==> config.mk <==
export PLATFORM = sky130hd
export DESIGN_NAME = bus_arb2
export DESIGN_NICKNAME = d
export VERILOG_FILES = /design/src/rtl/bf_bus_pkg.sv /design/src/rtl/bus_watchdog.sv /design/src/rtl/bus_arb2.sv
export SDC_FILE = /design/constraint.sdc
export NUM_CORES = 1
export LEC_CHECK = 0
export CAP_MARGIN = 15
export CORE_UTILIZATION = 39
export CTS_BUF_LIST = sky130_fd_sc_hd__clkbuf_8
export DETAILED_ROUTE_END_ITERATION = 16
export DONT_BUFFER_PORTS = 1
export GPL_ROUTABILITY_DRIVEN = 0
export PLACE_DENSITY = 0.51
export SLEW_MARGIN = 10
export SYNTH_ARGS = -nofsm -noshare
export SYNTH_HDL_FRONTEND = slang
export SYNTH_SLANG_ARGS = --single-unit
==> constraint.sdc <==
create_clock -name clk_i -period 3.1 [get_ports clk_i]
set_clock_uncertainty 0.1 [all_clocks]
set_input_delay 0.155 -clock clk_i [delete_from_list [all_inputs] [get_ports clk_i]]
set_output_delay 0.155 -clock clk_i [all_outputs]
set_load 0.01 [all_outputs]
==> src/rtl/bf_bus_pkg.sv <==
`default_nettype none
// ============================================================================
// Package : bf_bus_pkg
// Brief   : Shared Butterfly16 bus widths, arbiter state and grant encodings.
// Rev     : 1.0
// ============================================================================
package bf_bus_pkg;

    localparam int c_BF_AW = 16;
    localparam int c_BF_DW = 8;

    typedef enum logic [1:0] {
        IDLE = 2'd0,
        GNT0 = 2'd1,
        GNT1 = 2'd2
    } arb_state_t;

    localparam logic [1:0] GNT_NONE = 2'b00;
    localparam logic [1:0] GNT_M0   = 2'b01;
    localparam logic [1:0] GNT_M1   = 2'b10;

endpackage : bf_bus_pkg
`default_nettype wire

==> src/rtl/bus_watchdog.sv <==
`default_nettype none
// ============================================================================
// Module : bus_watchdog
// Brief  : Ack watchdog; one-cycle timeout pulse after TIMEOUT unacked cycles.
// Rev    : 1.0
// ============================================================================
module bus_watchdog #(
    parameter int TIMEOUT = 255
) (
    input  logic clk_i,
    input  logic rst_i,
    input  logic clr_i,
    input  logic inc_i,
    output logic timeout_o
);

    generate
        if (TIMEOUT == 0) begin : g_wd_off
            logic w_unused;
            assign w_unused  = &{1'b0, clk_i, rst_i, clr_i, inc_i};
            assign timeout_o = 1'b0;
        end else begin : g_wd_on
            localparam int              c_CW    = $clog2(TIMEOUT + 1);
            localparam logic [c_CW-1:0] c_LIMIT = c_CW'(TIMEOUT);

            logic [c_CW-1:0] r_count;
            logic            w_hit;

            // Pulse only on a stalled cycle, so a coinciding ack suppresses it.
            assign w_hit     = inc_i && (r_count == c_LIMIT);
            assign timeout_o = w_hit;

            always_ff @(posedge clk_i or negedge rst_i) begin
                if (!rst_i) begin
                    r_count <= '0;
                end else if (clr_i || w_hit) begin
                    r_count <= '0;
                end else if (inc_i) begin
                    r_count <= r_count + 1'b1;
                end
            end
        end
    endgenerate

endmodule : bus_watchdog
`default_nettype wire

==> src/rtl/bus_arb2.sv <==
`default_nettype none
// ============================================================================
// Module : bus_arb2
// Brief  : Two-master round-robin arbiter for the Butterfly16 bus with watchdog.
// Rev    : 1.0
// ============================================================================
module bus_arb2
    import bf_bus_pkg::*;
#(
    parameter int TIMEOUT = 255,
    parameter int AW      = c_BF_AW,
    parameter int DW      = c_BF_DW
) (
    input  logic          clk_i,
    input  logic          rst_i,
    input  logic          m0_cyc_i,
    input  logic          m0_we_i,
    input  logic [AW-1:0] m0_adr_i,
    input  logic [DW-1:0] m0_dat_i,
    output logic          m0_ack_o,
    output logic          m0_err_o,
    output logic [DW-1:0] m0_dat_o,
    input  logic          m1_cyc_i,
    input  logic          m1_we_i,
    input  logic [AW-1:0] m1_adr_i,
    input  logic [DW-1:0] m1_dat_i,
    output logic          m1_ack_o,
    output logic          m1_err_o,
    output logic [DW-1:0] m1_dat_o,
    output logic          s_cyc_o,
    output logic          s_we_o,
    output logic [AW-1:0] s_adr_o,
    output logic [DW-1:0] s_dat_o,
    input  logic [DW-1:0] s_dat_i,
    input  logic          s_ack_i,
    output logic [1:0]    gnt_o
);

    arb_state_t r_state;
    arb_state_t w_state_nxt;
    logic       r_last;      // 1: master 1 owned the bus most recently
    logic       w_last_nxt;
    logic       w_timeout;
    logic       w_wd_clr;
    logic       w_wd_inc;

    always_ff @(posedge clk_i or negedge rst_i) begin
        if (!rst_i) begin
            r_state <= IDLE;
            r_last  <= 1'b1;
        end else begin
            r_state <= w_state_nxt;
            r_last  <= w_last_nxt;
        end
    end

    // Release hands over directly to a waiting master without an idle cycle.
    always_comb begin
        w_state_nxt = r_state;
        w_last_nxt  = r_last;
        case (r_state)
            IDLE: begin
                if (m0_cyc_i && m1_cyc_i) begin
                    w_state_nxt = r_last ? GNT0 : GNT1;
                end else if (m0_cyc_i) begin
                    w_state_nxt = GNT0;
                end else if (m1_cyc_i) begin
                    w_state_nxt = GNT1;
                end
            end
            GNT0: begin
                if (!m0_cyc_i) begin
                    w_last_nxt  = 1'b0;
                    w_state_nxt = m1_cyc_i ? GNT1 : IDLE;
                end
            end
            GNT1: begin
                if (!m1_cyc_i) begin
                    w_last_nxt  = 1'b1;
                    w_state_nxt = m0_cyc_i ? GNT0 : IDLE;
                end
            end
            default: begin
                w_state_nxt = IDLE;
            end
        endcase
    end

    always_comb begin
        gnt_o    = GNT_NONE;
        s_cyc_o  = 1'b0;
        s_we_o   = 1'b0;
        s_adr_o  = '0;
        s_dat_o  = '0;
        m0_ack_o = 1'b0;
        m0_err_o = 1'b0;
        m0_dat_o = '0;
        m1_ack_o = 1'b0;
        m1_err_o = 1'b0;
        m1_dat_o = '0;
        case (r_state)
            GNT0: begin
                gnt_o    = GNT_M0;
                s_cyc_o  = m0_cyc_i;
                s_we_o   = m0_we_i;
                s_adr_o  = m0_adr_i;
                s_dat_o  = m0_dat_i;
                m0_ack_o = s_ack_i | w_timeout;
                m0_err_o = w_timeout;
                m0_dat_o = s_dat_i;
            end
            GNT1: begin
                gnt_o    = GNT_M1;
                s_cyc_o  = m1_cyc_i;
                s_we_o   = m1_we_i;
                s_adr_o  = m1_adr_i;
                s_dat_o  = m1_dat_i;
                m1_ack_o = s_ack_i | w_timeout;
                m1_err_o = w_timeout;
                m1_dat_o = s_dat_i;
            end
            default: begin
            end
        endcase
    end

    assign w_wd_inc = (r_state != IDLE) && s_cyc_o && !s_ack_i;
    assign w_wd_clr = (r_state == IDLE) || s_ack_i || (w_state_nxt != r_state);

    bus_watchdog #(
        .TIMEOUT (TIMEOUT)
    ) u_watchdog (
        .clk_i     (clk_i),
        .rst_i     (rst_i),
        .clr_i     (w_wd_clr),
        .inc_i     (w_wd_inc),
        .timeout_o (w_timeout)
    );

endmodule : bus_arb2
`default_nettype wire

==> flow_summary.json, run 1 <==
{
  "synth_area_um2": 1289,
  "worstSetupStartpoint": "r_state[1]",
  "postSynthCellCount": 166,
  "cts.clk_slew.worst_paths_ps": 50,
  "fillCellCount": 336,
  "ir_drop_uv": 312.3,
  "powerDensity_nw_per_um2": 847.1,
  "finalCritPeriodShare_pct": 81.84,
  "slew_headroom_pct": 64.58,
  "io_pins": 111,
  "path_class": "reg2out",
  "ys.flop_type": "dfrtp_1",
  "crit_chain": "inv_1 > ha_1 > a22o_2 > nand3_4 > nor3_1 > o21a_1",
  "power_mw": 1.167,
  "vias_per_cell": 6.140,
  "crit_cells": 6,
  "area_delta_synth_final_pct": 6.893,
  "start_util_pct": 41.53,
  "drt_wl_total_mm": 3.479,
  "whs_ps": 16.81,
  "antenna_found_initial": 0,
  "met3_usage_pct": 1.528,
  "critical_path.max_fanout": 17,
  "grt_pass1_wl_mm": 4.892,
  "synth-edff-count": 0,
  "synth.net_count": 236,
  "synthTopCellsByCount": "a22oi_1, nor2b_1, and2_1",
  "hold_buffers": 1,
  "antenna_cells": 0,
  "grt_use_met1_pct": 21.48,
  "cts_resized": 0,
  "setup_viol": 0,
  "finalSetupTns_ps": 0,
  "arrival_ps": 2280,
  "fin_area_um2": 1378,
  "p_leak_nw": 0.5070,
  "critical-path-top-delay-family": "compound AO/OA/AOI/OAI gates",
  "reg2reg_to": "u_watchdog.g_wd_on.r_count[2]",
  "max_freq_ghz": 0.3942,
  "min_period_ps": 2537,
  "crit_path_end_kind": "output pin",
  "yosysSeqAreaShare_pct": 21.46,
  "cp_num_buf_inv": 1,
  "fp-row-count": 20,
  "cap_viol_max_count": 0,
  "gr-max-usage-layer": "met2",
  "grt.overflow.total": 0,
  "drt_first_pass_iters": 4,
  "grt_usage_pct": 18.09,
  "slowest_delay_ps": 480,
  "clockBufferDepth": 2,
  "slowest_stage": "ha_1",
  "r2r_slack_ps": 810,
  "async_reset_ff_share_pct": 100.0,
  "status": "completed",
  "drtAntennaViolNets": 0,
  "ys_top_cells_by_area": "dfrtp_1, a22oi_1, nor2b_1, and2_1, ha_1",
  "core_um2": 3103,
  "num_vias": 1271,
  "slew_viol_final": 0,
  "syn-mean-instance-area_um2": 7.763,
  "endpoint": "m0_ack_o",
  "startpoint_type": "register",
  "port-buffer-count": 0,
  "cts_root_buf": "clkbuf_8",
  "synth_seq_cells": 11,
  "yosysWarnings": 0,
  "hold_class": "in2reg",
  "use_met2_pct": 33.23,
  "cts_tree": "built",
  "htree_levels": 1,
  "synth_cell_types": 35,
  "hold_viol_final": 0,
  "yosysTopAreaCell": "dfrtp_1",
  "rr_worst_depth": 7,
  "tightest_slew_ps": 529.6,
  "post_cts_buffers": 0,
  "cts_buffers": 3,
  "dieArea_um2": 3538,
  "dp_hpwl_mm": 2.769,
  "grt_max_degree": 29,
  "cts.sinks": 11,
  "dieWidth_um": 59.49,
  "clkLatencyLatePin_ps": 240,
  "synthDominantCellAreaShare_pct": 19.42,
  "required_ps": 2840,
  "drive_gt1_share_pct": 7.975,
  "routedWlPerCell_um": 16.81,
  "grt_pass1_vias": 1077,
  "num-nets-final": 234,
  "dpl_cell_area_um2": 1323,
  "drc": 0,
  "rsz0062_at_grt": "no",
  "timing.rr.start": "r_state[0]",
  "dieHeight_um": 59.49,
  "drt_iter0_markers": 51
}
## worst min-delay path by stage
stage / startpoint / endpoint / slack (ps) / cells after the start
after floorplan: rst_i / r_state[0] / -240 / 0
after global routing: m0_cyc_i / r_last / 20 / 2
after CTS: m0_cyc_i / r_last / 10 / 2
after detailed placement: rst_i / u_watchdog.g_wd_on.r_count[2] / -240 / 0
final: m0_cyc_i / r_last / 20 / 2
after global placement: rst_i / r_state[1] / -240 / 0
## cells by family (layout without fill, tap and decap cells)
family                   Yosys count  in the layout  synth area share (%)
AND/OR/NAND/NOR                   78             78                 35.44
multiplexers                       1              1                0.7767
buffers and inverters             14             11                 4.272
AO/OA/AOI/OAI                     52             52                 29.22
XOR/XNOR                           3              3                 2.039
adder cells (fa/ha/maj)            7              7                 6.796
flip-flops                        11             11                 21.46
## per-stage QoR
stage	instances	util, %	worst slack, ps
CTS	207	44.40	534.5
floorplan	166	-	1234
global placement	202	42.62	853.1
global route	207	44.40	382.9
detailed placement	202	42.62	805.2
finish	207	44.40	563.1
## state kept, by name, indices dropped and copies added, names as in the netlist
| signal | count |
|---|---|
| u_watchdog.g_wd_on.r_count | 8 |
| r_state | 2 |
| r_last | 1 |
## cells in the final DEF, fill, tap and decap left out, drive strengths merged, types with 2 or more instances in the layout
cell type / n
a22oi: 27
nor2b: 27
and2: 17
nor2: 14
dfrtp: 10
a21oi: 9
ha: 7
nand2: 5
and3: 5
inv: 4
o21ai: 4
o21a: 3
nand4: 3
xor2: 3
clkbuf: 3
buf: 3
nand3: 3
nor3: 2
a31oi: 2
## per-layer routing
metal | up-vias | part of all wire [%]
met5 | - | 0
met4 | 0 | 0.55
met3 | 2 | 4.3
met2 | 57 | 54
met1 | 613 | 41
li1 | 599 | -
## power by group
part / internal, mW / switching (mW) / total [mW]
Clock: 0.0871 / 0.0559 / 0.143
Sequential: 0.168 / 0.0337 / 0.202
Combinational: 0.310 / 0.512 / 0.822
## layout make-up
cell class                      instances  area, µm²  share of cell area (%)
Tap cell                               44      55.05                   3.996
Timing Repair Buffer                    4      32.53                   2.361
Clock buffer                            3      41.29                   2.997
Multi-Input combinational cell        141      957.2                   69.48
Sequential cell                        11      276.5                   20.07
Inverter                                3      11.26                  0.8174
Clock inverter                          1      3.754                  0.2725
No activity file was read; power rests on OpenSTA's default activity.
==> run 2: changes to the inputs <==
PLACE_DENSITY = 0.53   (was 0.51)
clock period = 2.1 ns   (was 3.1 ns; I/O delays follow)
==> flow_summary.json, run 2 (same netlist as run 1, synthesis figures left out) <==
{
  "status": "completed",
  "antenna_found_initial": 0,
  "cts_root_buf": "clkbuf_8",
  "powerDensity_nw_per_um2": 1275,
  "clkLatencyLatePin_ps": 240,
  "finalCritPeriodShare_pct": 94.90,
  "grt_pass1_vias": 1130,
  "grt.overflow.total": 0,
  "met3_usage_pct": 1.528,
  "layout_common_cells": "a22oi_1, nor2b_1, and2_1, nor2_1, dfrtp_1",
  "startpoint_type": "register",
  "drtAntennaViolNets": 0,
  "drc": 0,
  "largest_reg_flops": 8,
  "dp_hpwl_mm": 2.961,
  "gr-max-usage-layer": "met2",
  "io_pins": 111,
  "p_leak_nw": 0.5360,
  "drt_wl_total_mm": 3.659,
  "min_period_ps": 1993,
  "power_mw": 1.860,
  "crit_chain": "inv_1 > ha_1 > a22o_2 > nand3_4 > nor3_2 > o21a_1",
  "cts.sinks": 11,
  "critical_path.max_fanout": 8,
  "htree_levels": 1,
  "dieWidth_um": 59.49,
  "path_class": "reg2out",
  "slew_headroom_pct": 67.43,
  "slowest_stage": "dfrtp_1",
  "area_delta_synth_final_pct": 13.20,
  "reg_top3": "u_watchdog.g_wd_on.r_count (8), r_state (2), r_last (1)",
  "clockBufferDepth": 2,
  "grt_use_met1_pct": 19.52,
  "ir_drop_uv": 488.0,
  "drt_iter0_markers": 39,
  "fillCellCount": 326,
  "dp_cells": 206,
  "cts.clk_slew.worst_paths_ps": 50,
  "hold_viol_final": 0,
  "grt_pass1_wl_mm": 4.926,
  "critical-path-top-delay-family": "compound AO/OA/AOI/OAI gates",
  "post_cts_buffers": 0,
  "cts_buffers": 3,
  "antenna_cells": 0,
  "dieArea_um2": 3538,
  "cts_tree": "built",
  "tightest_slew_ps": 486.9,
  "start_util_pct": 41.53,
  "setup_viol": 0,
  "drt_first_pass_iters": 5,
  "dieHeight_um": 59.49,
  "arrival_ps": 1790,
  "hold_class": "in2reg",
  "max_freq_ghz": 0.5018,
  "cp_num_buf_inv": 1,
  "crit_path_end_kind": "output pin",
  "grt_usage_pct": 18.29,
  "fp-row-count": 20,
  "required_ps": 1890,
  "num_vias": 1302,
  "grt_max_degree": 27,
  "max_flop_register": "u_watchdog.g_wd_on.r_count",
  "slew_viol_final": 0,
  "fin_util_pct": 47.02,
  "num-nets-final": 240,
  "cap_viol_max_count": 0,
  "use_met2_pct": 35.79,
  "vias_per_cell": 6.113,
  "rsz0062_at_grt": "no",
  "port-buffer-count": 0,
  "finalSetupTns_ps": 0,
  "drive_gt1_share_pct": 13.02,
  "slowest_delay_ps": 400,
  "routedWlPerCell_um": 17.18,
  "final_cells": 213,
  "core_um2": 3103
}
-- run 2: cell types whose count changed in the layout (fill, tap and decap cells not counted) --
cell	change
dlygate4sd3_1	+2
a21oi_2	+1
buf_4	+4
o221ai_2	-1
ha_1	-2
a2111oi_2	+1
nor3_2	+1
o221ai_4	+1
a2111oi_0	-1
a21oi_1	-1
ha_2	+2
nor3_1	-1
-- run 2: worst paths after layout --
kind / from / endpoint / slack, ps / cells after the start
min reg2reg: u_watchdog.g_wd_on.r_count[4] / u_watchdog.g_wd_on.r_count[4] / 500 / 2
max: r_state[1] / m1_ack_o / 110 / 6
max in group asynchronous: rst_i / r_last / 1390 / 1
min: m0_cyc_i / u_watchdog.g_wd_on.r_count[4] / 30 / 3
min in group asynchronous: rst_i / u_watchdog.g_wd_on.r_count[1] / 170 / 1
max reg2reg: r_state[0] / u_watchdog.g_wd_on.r_count[7] / 200 / 7
-- run 2: final cells by class --
cell class,count,area [µm²],area share (%)
Sequential cell,11,276.5,18.95
Timing Repair Buffer,10,82.58,5.660
Clock inverter,1,3.754,0.2573
Multi-Input combinational cell,141,988.4,67.75
Inverter,3,11.26,0.7719
Clock buffer,3,41.29,2.830
Tap cell,44,55.05,3.774
-- run 2: timing repair --
action	in CTS	in global routing
pin swaps	0	0
hold endpoints to repair	12	0
hold buffers	3	0
gates resized for setup	1	6
setup endpoints to repair	2	12
-- run 2: metal layers --
| layer | up-vias | share of wire (%) | wire [µm] |
|---|---|---|---|
| li1 | 608 | - | - |
| met1 | 617 | 38 | 1391 |
| met2 | 70 | 54 | 1979 |
| met3 | 7 | 6.2 | 228 |
| met4 | 0 | 1.6 | 59 |
| met5 | - | 0 | 0 |
-- run 2: through the flow --
| step | setup slack [ps] | area [µm²] | hold WS [ps] |
|---|---|---|---|
| after detailed placement | 96.37 | 1353 | -290.3 |
| after global routing | 0.2558 | 1459 | 48.40 |
| after global placement | 187.2 | 1353 | -290.2 |
| final | 107.2 | 1459 | 31.49 |
| after CTS | 65.92 | 1433 | 66.64 |
| after floorplan | 234.5 | 1289 | -290.6 |
-- run 2: worst min-delay path, cell delays in order --
cell and delay, ps:
a21oi_2 50, o221ai_4 110, nor2_1 60
-- run 2: power breakdown --
| part | switching [mW] | leakage (nW) | internal (mW) |
|---|---|---|---|
| logic | 0.829 | 0.362 | 0.547 |
| clock network | 0.0772 | 0.0269 | 0.128 |
| registers | 0.0296 | 0.148 | 0.249 |
| total | 0.936 | 0.536 | 0.924 |
